<file path="src/rtl/bus_arbiter_pkg.sv">
// Shared types and sizing helpers for the Z80 bus arbiter.
package bus_arbiter_pkg;

  typedef enum logic {
    IDLE  = 1'b0,
    OWNED = 1'b1
  } state_e;

  // Ceiling log2 that never returns less than 1, so single-bit indices stay legal.
  function automatic int clog2_min1(input int n);
    int r;
    r = 0;
    for (int i = 0; i < 31; i++) begin
      if ((1 << i) < n) r = i + 1;
    end
    return (r < 1) ? 1 : r;
  endfunction

endpackage

`define BUS_ARB_IDX_W(n) (bus_arbiter_pkg::clog2_min1(n))

</file>
<file path="src/rtl/bus_arbiter_if.sv">
// Master-side requests, shared slave bus and per-master responses of the arbiter.
interface bus_arbiter_if #(
  parameter int NUM_MASTERS = 3,
  parameter int ADDR_W      = 16,
  parameter int DATA_W      = 8
);
  logic [NUM_MASTERS-1:0]        i_m_cs;
  logic [NUM_MASTERS-1:0]        i_m_we;
  logic [NUM_MASTERS*ADDR_W-1:0] i_m_addr;
  logic [NUM_MASTERS*DATA_W-1:0] i_m_dat;
  logic [NUM_MASTERS-1:0]        o_m_ack;
  logic [NUM_MASTERS-1:0]        o_m_err;
  logic [DATA_W-1:0]             o_m_dat;
  logic [NUM_MASTERS-1:0]        o_grant;
  logic [ADDR_W-1:0]             o_addr;
  logic [DATA_W-1:0]             o_dat;
  logic                          o_we;
  logic                          o_cs;
  logic                          i_ack;
  logic [DATA_W-1:0]             i_dat;

  // Handshake: a master holds i_m_cs (with stable we/addr/dat) until its o_m_ack
  // pulse; each cycle with o_m_ack high completes one access, o_m_err marks a timeout.
  // master: the arbiter, which masters the shared slave bus.
  modport master (
    input  i_m_cs, i_m_we, i_m_addr, i_m_dat, i_ack, i_dat,
    output o_m_ack, o_m_err, o_m_dat, o_grant, o_addr, o_dat, o_we, o_cs
  );
  // slave: the environment (requesting masters and the slave device).
  modport slave (
    output i_m_cs, i_m_we, i_m_addr, i_m_dat, i_ack, i_dat,
    input  o_m_ack, o_m_err, o_m_dat, o_grant, o_addr, o_dat, o_we, o_cs
  );
endinterface

</file>
<file path="src/rtl/bus_arbiter_arb_pick.sv">
// Combinational winner selector: fixed (lowest index) or rotating from a start index.
module arb_pick #(
  parameter int N  = 3,
  parameter int IW = 2
) (
  input  logic [N-1:0]  i_req,
  input  logic [IW-1:0] i_start,
  input  logic          i_rr,
  output logic [N-1:0]  o_win,
  output logic [IW-1:0] o_idx,
  output logic          o_valid
);
  int cand;

  always_comb begin
    o_win   = '0;
    o_idx   = '0;
    o_valid = 1'b0;
    cand    = 0;
    for (int i = 0; i < N; i++) begin
      // i_start is always < N, so one subtraction gives the modulo-N wrap.
      cand = i_rr ? (int'(i_start) + i) : i;
      if (cand >= N) cand = cand - N;
      if (!o_valid && i_req[cand]) begin
        o_valid     = 1'b1;
        o_win[cand] = 1'b1;
        o_idx       = IW'(cand);
      end
    end
  end
endmodule

</file>
<file path="src/rtl/bus_arbiter.sv">
// N-master, single-slave bus arbiter with registered grant and per-access watchdog.
module bus_arbiter
  import bus_arbiter_pkg::*;
#(
  parameter int NUM_MASTERS = 3,
  parameter int ADDR_W      = 16,
  parameter int DATA_W      = 8,
  parameter int ROUND_ROBIN = 0,
  parameter int TIMEOUT     = 255
) (
  input  logic          i_clk,
  input  logic          i_reset,
  bus_arbiter_if.master bus,
  output state_e        o_dbg_state
);
  localparam int IW   = `BUS_ARB_IDX_W(NUM_MASTERS);
  localparam int WD_W = clog2_min1(TIMEOUT + 1);
  localparam logic [WD_W-1:0] WD_MAX = '1;

  state_e                 state_q, state_d;
  logic [NUM_MASTERS-1:0] grant_q, grant_d;
  logic [IW-1:0]          gidx_q, gidx_d;
  logic [IW-1:0]          rr_last_q, rr_last_d;
  logic [WD_W-1:0]        wd_q, wd_d;

  logic [IW-1:0]          rr_start;
  logic [NUM_MASTERS-1:0] win;
  logic [IW-1:0]          win_idx;
  logic                   win_valid;
  logic                   owned, g_cs, timeout_hit, ack_g;

  assign rr_start = (rr_last_q == IW'(NUM_MASTERS - 1)) ? '0 : rr_last_q + 1'b1;

  arb_pick #(.N(NUM_MASTERS), .IW(IW)) u_pick (
    .i_req   (bus.i_m_cs),
    .i_start (rr_start),
    .i_rr    (ROUND_ROBIN != 0),
    .o_win   (win),
    .o_idx   (win_idx),
    .o_valid (win_valid)
  );

  assign owned       = (state_q == OWNED);
  assign g_cs        = owned & bus.i_m_cs[gidx_q];
  assign timeout_hit = (TIMEOUT != 0) && (wd_q == WD_W'(TIMEOUT - 1)) && g_cs && !bus.i_ack;
  assign ack_g       = g_cs & (bus.i_ack | timeout_hit);

  assign bus.o_cs    = g_cs;
  assign bus.o_we    = owned & bus.i_m_we[gidx_q];
  assign bus.o_addr  = owned ? bus.i_m_addr[int'(gidx_q)*ADDR_W +: ADDR_W] : '0;
  assign bus.o_dat   = owned ? bus.i_m_dat[int'(gidx_q)*DATA_W +: DATA_W] : '0;
  assign bus.o_grant = grant_q;
  assign bus.o_m_ack = ack_g ? grant_q : '0;
  assign bus.o_m_err = timeout_hit ? grant_q : '0;
  assign bus.o_m_dat = bus.i_dat;
  assign o_dbg_state = state_q;

  always_comb begin
    state_d   = state_q;
    grant_d   = grant_q;
    gidx_d    = gidx_q;
    rr_last_d = rr_last_q;
    wd_d      = wd_q;
    case (state_q)
      IDLE: begin
        if (win_valid) begin
          state_d   = OWNED;
          grant_d   = win;
          gidx_d    = win_idx;
          rr_last_d = win_idx;
          wd_d      = '0;
        end
      end
      OWNED: begin
        if (!bus.i_m_cs[gidx_q]) begin
          // Owner released: hand over directly if anyone else is waiting.
          wd_d = '0;
          if (win_valid) begin
            grant_d   = win;
            gidx_d    = win_idx;
            rr_last_d = win_idx;
          end else begin
            state_d = IDLE;
            grant_d = '0;
          end
        end else if (ack_g) begin
          wd_d = '0;
        end else if (!bus.i_ack && wd_q != WD_MAX) begin
          wd_d = wd_q + 1'b1;
        end
      end
      default: state_d = IDLE;
    endcase
  end

  always_ff @(posedge i_clk or posedge i_reset) begin
    if (i_reset) begin
      state_q   <= IDLE;
      grant_q   <= '0;
      gidx_q    <= '0;
      rr_last_q <= IW'(NUM_MASTERS - 1);
      wd_q      <= '0;
    end else begin
      state_q   <= state_d;
      grant_q   <= grant_d;
      gidx_q    <= gidx_d;
      rr_last_q <= rr_last_d;
      wd_q      <= wd_d;
    end
  end
endmodule
</file>
<file path="src/flat_wrapper.sv">
// flat-port wrapper written by rule: the top's interface ports become plain ports
module bus_arbiter_flat import bus_arbiter_pkg::*;
#(
  parameter int NUM_MASTERS = 3,
  parameter int ADDR_W      = 16,
  parameter int DATA_W      = 8,
  parameter int ROUND_ROBIN = 0,
  parameter int TIMEOUT     = 255
)
  (i_clk, i_reset, o_dbg_state, bus_i_m_cs, bus_i_m_we, bus_i_m_addr, bus_i_m_dat, bus_i_ack, bus_i_dat, bus_o_m_ack, bus_o_m_err, bus_o_m_dat, bus_o_grant, bus_o_addr, bus_o_dat, bus_o_we, bus_o_cs);
  bus_arbiter_if #(.NUM_MASTERS(NUM_MASTERS), .ADDR_W(ADDR_W), .DATA_W(DATA_W)) bus_i ();
  input  logic i_clk;
  input  logic i_reset;
  output state_e o_dbg_state;
  input wire logic [$bits(bus_i.i_m_cs)-1:0] bus_i_m_cs;
  input wire logic [$bits(bus_i.i_m_we)-1:0] bus_i_m_we;
  input wire logic [$bits(bus_i.i_m_addr)-1:0] bus_i_m_addr;
  input wire logic [$bits(bus_i.i_m_dat)-1:0] bus_i_m_dat;
  input wire logic [$bits(bus_i.i_ack)-1:0] bus_i_ack;
  input wire logic [$bits(bus_i.i_dat)-1:0] bus_i_dat;
  output wire logic [$bits(bus_i.o_m_ack)-1:0] bus_o_m_ack;
  output wire logic [$bits(bus_i.o_m_err)-1:0] bus_o_m_err;
  output wire logic [$bits(bus_i.o_m_dat)-1:0] bus_o_m_dat;
  output wire logic [$bits(bus_i.o_grant)-1:0] bus_o_grant;
  output wire logic [$bits(bus_i.o_addr)-1:0] bus_o_addr;
  output wire logic [$bits(bus_i.o_dat)-1:0] bus_o_dat;
  output wire logic [$bits(bus_i.o_we)-1:0] bus_o_we;
  output wire logic [$bits(bus_i.o_cs)-1:0] bus_o_cs;
  assign bus_i.i_m_cs = bus_i_m_cs;
  assign bus_i.i_m_we = bus_i_m_we;
  assign bus_i.i_m_addr = bus_i_m_addr;
  assign bus_i.i_m_dat = bus_i_m_dat;
  assign bus_i.i_ack = bus_i_ack;
  assign bus_i.i_dat = bus_i_dat;
  assign bus_o_m_ack = bus_i.o_m_ack;
  assign bus_o_m_err = bus_i.o_m_err;
  assign bus_o_m_dat = bus_i.o_m_dat;
  assign bus_o_grant = bus_i.o_grant;
  assign bus_o_addr = bus_i.o_addr;
  assign bus_o_dat = bus_i.o_dat;
  assign bus_o_we = bus_i.o_we;
  assign bus_o_cs = bus_i.o_cs;
  bus_arbiter #(.NUM_MASTERS(NUM_MASTERS), .ADDR_W(ADDR_W), .DATA_W(DATA_W), .ROUND_ROBIN(ROUND_ROBIN), .TIMEOUT(TIMEOUT)) u_core (.i_clk(i_clk), .i_reset(i_reset), .bus(bus_i), .o_dbg_state(o_dbg_state));
endmodule
</file>
<file path="config.mk">
export PLATFORM = sky130hd
export DESIGN_NAME = bus_arbiter_flat
export DESIGN_NICKNAME = d
export VERILOG_FILES = /design/src/rtl/bus_arbiter_pkg.sv /design/src/rtl/bus_arbiter_if.sv /design/src/rtl/bus_arbiter_arb_pick.sv /design/src/rtl/bus_arbiter.sv /design/src/flat_wrapper.sv
export SDC_FILE = /design/constraint.sdc
export NUM_CORES = 1
export LEC_CHECK = 0
export ABC_CLOCK_PERIOD_IN_PS = 7500
export CAP_MARGIN = 5
export CORE_ASPECT_RATIO = 1.1
export CORE_UTILIZATION = 30
export CTS_CLUSTER_DIAMETER = 30
export DETAILED_ROUTE_END_ITERATION = 10
export DONT_BUFFER_PORTS = 1
export GPL_ROUTABILITY_DRIVEN = 0
export MAX_ROUTING_LAYER = met4
export PLACE_DENSITY = 0.54
export RECOVER_POWER = 50
export SLEW_MARGIN = 20
export SYNTH_ARGS = -nofsm -noshare
export SYNTH_HDL_FRONTEND = slang
export SYNTH_HIERARCHICAL = 1
export SYNTH_SLANG_ARGS = --single-unit
</file>
<file path="constraint.sdc">
create_clock -name i_clk -period 7.5 [get_ports i_clk]
set_input_delay 0.75 -clock i_clk [delete_from_list [all_inputs] [get_ports i_clk]]
set_output_delay 0.75 -clock i_clk [all_outputs]
set_load 0.1 [all_outputs]
</file>
* After elaboration in Yosys (flattened, before gate mapping) *
Cells that the tools add are included.

storage, ports and cells
  flip-flop bits (word level) = 14
  input port bits = 89
  output and inout bits = 44
  word-level logic and storage cells = 59

operators by class
  $add $sub $neg = 1
  $lt $le $gt $ge = 1
  equality and inequality tests = 5
  shift-type cells = 2
  mux-type cells = 31
  bitwise operators = 5
  reduce and logical (&&, ||, !) cells = 10

operators by type and width
  kind                 count
  $shiftx 48x7->16     1
  $mux 8               5
  $shiftx 24x6->8      1
  $mux 3               6
  $mux 16              1
  $pmux 8 s2           1
  $mux 1               9
  $add 8x1->8 const B  1
  $eq 8x8->1 const B   1
  $mux 2               4
  $ne 8x8->1 const B   1
  $pmux 3 s2           1
  $logic_and 1x1->1    5
  $bmux 1 s2           2
  $ne 2x2->1 const B   2
  $ne 4x4->1 const B   1
  $pmux 2 s2           1
  $reduce_and 2->1     2
  $and 1x1->1          3
  $logic_not 1->1      3
  $lt 2x3->1 const B   1
  $pmux 1 s2           1
  $not 1->1            1
  $or 1x1->1           1

* Logic depth before layout (Yosys ltp) *
  depth after elaboration = 10
  depth in mapped cells = 17
  depth with buffers taken out = 14

* Cells and area by module *
Netlist, hierarchy kept.

modules (own cells, without submodules)
  module       instances  cells each  area each (µm²)  sequential area each (µm²)
  bus_arbiter  1          219         1,696.6          376.6
  arb_pick     1          81          591.8            0.0

* Worst setup path before layout *
OpenSTA, ideal clock, no wires.

  kind = flip-flop to output port
  from = register u_core.state_q (netlist: u_core/o_dbg_state)
  to = output bus_o_m_ack[0]
  data arrival time = 2.699 ns
  data required time = 6.750 ns
  path slack = 4.051 ns
  cell stages (with the launch flop) = 4
  path buffers = 1
  cell sequence = dfrtp_1 -> clkbuf_1 -> o211ai_1 -> nor2_1

on the way
  word-level cells in the longest chain between the ends = 6

ends and longest elaborated chain
  what                             line                text
  from (decl)                      bus_arbiter.sv:20   state_e state_q, state_d;
  from (signal assigned)           bus_arbiter.sv:104  state_q <= state_d;
  $and 1x1->1 *                    bus_arbiter.sv:44   assign g_cs = owned & bus.i_m_cs[gidx_q];
  $logic_and 1x1->1 (2 in series)  bus_arbiter.sv:45   assign timeout_hit = (TIMEOUT != 0) && (wd_q == WD_W'(TIMEOUT - 1)) && g_cs && !bus.i_ack;
  $or 1x1->1                       bus_arbiter.sv:46   assign ack_g = g_cs & (bus.i_ack | timeout_hit);
  $and 1x1->1 *                    bus_arbiter.sv:46
  $mux 3 *                         bus_arbiter.sv:53   assign bus.o_m_ack = ack_g ? grant_q : '0;
  to (decl)                        flat_wrapper.sv:21  output wire logic [$bits(bus_i.o_m_ack)-1:0] bus_o_m_ack;

Every way passes the cells marked *; elsewhere a longest branch is shown, timed or not.

==> flow_metrics.env <==
export IMPL_cts_sinks=15
export IMPL_cts_clk_slew_worst_paths_ns=0.07
export IMPL_wl_per_cell_um=15.5
export IMPL_max_freq_mhz=212
export IMPL_drt_wl_total_um=5700
export IMPL_clock_latency_ns=0.25
export IMPL_synth_fp_nets=399
export IMPL_post_route_cells_drive_above_1_share_pct=6.43
export IMPL_seq_area_um2=377
export IMPL_row_count=33
export IMPL_status="finished with violations"
export IMPL_criticalPathCategory="flip-flop to output port"
export IMPL_period_needed_ns=4.72
export IMPL_tightest_slew_ns=1.94
export IMPL_antenna_found_initial=0
export IMPL_core_um2=7430
export IMPL_skew_ns=0.00760
export IMPL_finalNetCount=380
export IMPL_critPathArrivalTime_ns=3.97
export IMPL_post_cts_resized=0
export IMPL_violations="max-capacitance violations, max-slew violations"
export IMPL_synth_cells=300
export IMPL_multi_input_area_um2=1630
export IMPL_grt_pass1_wl_um=8770
export IMPL_ant_nets=0
export IMPL_slew_violations=63
export IMPL_cts_tree="done"
export IMPL_wl_met2_um=2860
export IMPL_seq_area_frac_synth_pct=16.5
export IMPL_tns_ns=0
export IMPL_met1Wirelength_um=2390
export IMPL_synth_edff_count=0
export IMPL_start_kind="flip-flop"
export IMPL_dp_hpwl_um=4370
export IMPL_track_usage_pct=13.8
export IMPL_maxCapViolations=2
export IMPL_cp_max_fo=30
export IMPL_final_common_cell="nand2_1"
export IMPL_fp_dieW_um=85.3
export IMPL_drtIter0Drc=85
export IMPL_mostFrequentLayoutCells="nand2_1, o21ai_0, mux2i_1, and2_1, inv_1"
export IMPL_area_growth_pct=-1.42
export IMPL_syn_cell_area_um2=2290
export IMPL_die_y_um=93.6
export IMPL_synth_area_per_cell_um2=7.63
export IMPL_initial_core_util_pct=30.8
export IMPL_dieArea_um2=7980
export IMPL_vias=2057
export IMPL_drc_errors=0
export IMPL_end_kind="output port"
export IMPL_cts_root_buf="clkbuf_8"
export IMPL_min_period_over_period_pct=62.9
export IMPL_grt_pass1_vias=1845
export IMPL_cts_buffers=3
export IMPL_drt_pass1_iter_count=4
export IMPL_final_hold_violation_count=0
export IMPL_synthArstFlopShare_pct=100
export IMPL_crit_required_ns=6.75
export IMPL_setup_violations=0
export IMPL_fillers=796
export IMPL_ys_ff_latch=15
export IMPL_slew_headroom_pct=-29.4
export IMPL_routed_via_density=5.60
export IMPL_htreeDepth=1
export IMPL_route_met3_wl_um=365
export IMPL_ys_flop_type="dfrtp_1"
export IMPL_grt_max_degree=33
export IMPL_io_buffers=0
export IMPL_cts_hold_buf=0
export IMPL_post_cts_buffers=0
export IMPL_rsz0062_at_grt="false"
export IMPL_hp_class="input pin to asynchronous set/reset pin"
export IMPL_ys_types=56
export IMPL_highest_layer="met4"
export IMPL_grt_ovfl_total=0
export IMPL_num_antenna_cells=0
export IMPL_io_pins=133
export IMPL_yosys_warnings=6
export IMPL_cts_max_path_buffers=2
-- state kept, by name, summed over array words and instances, names as in the netlist --
name and count:
u_core/rr_last_q 2, u_core/wd_q 8, u_core/o_dbg_state 1, u_core/bus.o_grant 3, u_core/gidx_q 1
-- synthesized netlist by cell type, drive strengths merged, types with 2 or more instances --
library cell,n,area (um2)
nand2b,2,12.5
ha,10,125
o21ai,34,181
a32oi,3,26.3
nand3,13,65.1
a31oi,2,27.5
and3,5,36.3
o211ai,6,58.8
o2111ai,2,17.5
or2,2,12.5
o31ai,2,15.0
mux2,8,90.1
and2,29,181
nor2,12,45.0
clkbuf,7,26.3
mux2i,28,280
inv,21,78.8
nand2,37,139
nand4,2,18.8
buf,19,135
o221ai,3,26.3
nor2b,7,43.8
a22o,4,35.0
a22oi,2,15.0
dfrtp,14,350
o22ai,3,18.8
nand3b,2,15.0
o41a,2,22.5
nor3,2,10.0
-- area by class of cell --
class | instances | area share (%)
clock buffer | 3 | 1.83
clock inverter | 1 | 0.222
inverter | 21 | 3.49
timing repair buffer | 2 | 0.499
multi-input combinational | 238 | 72.4
tap | 87 | 4.83
sequential | 15 | 16.7
-- critical path, stage by stage, from the launching register on --
cell      delay (ns)
dfrtp_1         0.34
clkbuf_1        1.39
mux2i_1         0.32
o21ai_4         0.45
o211ai_1        0.27
nor2_2          0.95
-- worst paths after layout --
kind | from | endpoint | slack (ns) | cells after the start
worst max-delay path | u_core/rr_last_q[0]$_DFFE_PP0P_ | bus_o_m_ack[2] | 2.78 | 5
worst min-delay path | i_reset | u_core/wd_q[3]$_DFFE_PP0P_ | 0.45 | 1
worst max register to register | u_core/rr_last_q[0]$_DFFE_PP0P_ | u_core/wd_q[4]$_DFFE_PP0P_ | 3.10 | 11
worst min register to register | u_core/wd_q[5]$_DFFE_PP0P_ | u_core/wd_q[5]$_DFFE_PP0P_ | 0.64 | 2
max in group asynchronous | i_reset | u_core/gidx_q[1]$_DFFE_PP0P_ | 6.66 | 1
min in group i_clk | u_core/wd_q[5]$_DFFE_PP0P_ | u_core/wd_q[5]$_DFFE_PP0P_ | 0.64 | 2
-- layer usage --
layer / GRT usage (%) / up-vias
li1: - / 1013
met1: 15.6 / 961
met2: 25.5 / 75
met3: 1.68 / 8
met4: 4.03 / 0
met5: - / -
-- per-stage QoR --
stage / hold WS [ns] / instance area [um2] / utilization (%) / setup WS (ns) / instances
5_1_grt: 0.507 / 2260 / 30.4 / 2.44 / 367
6_report: 0.446 / 2260 / 30.4 / 2.78 / 367
4_1_cts: 0.477 / 2310 / 31.0 / 3.90 / 367
2_1_floorplan: 0.574 / 2290 / - / 4.05 / 300
3_3_place_gp: 0.612 / 2260 / 30.4 / 4.24 / 363
3_5_place_dp: 0.632 / 2260 / 30.4 / 4.17 / 363
-- cells by family after synthesis --
logic type | synth area share, %
simple gates | 27.7
other cells | 0.164
compound gates | 23.2
fa+ha+maj | 5.47
buf+inv | 10.5
mux | 16.2
flops | 16.5
xor+xnor | 0.383
Power is left out: the tool's default activity adds up to more than one toggle a clock period on the data nets, which glitch-free logic cannot reach.
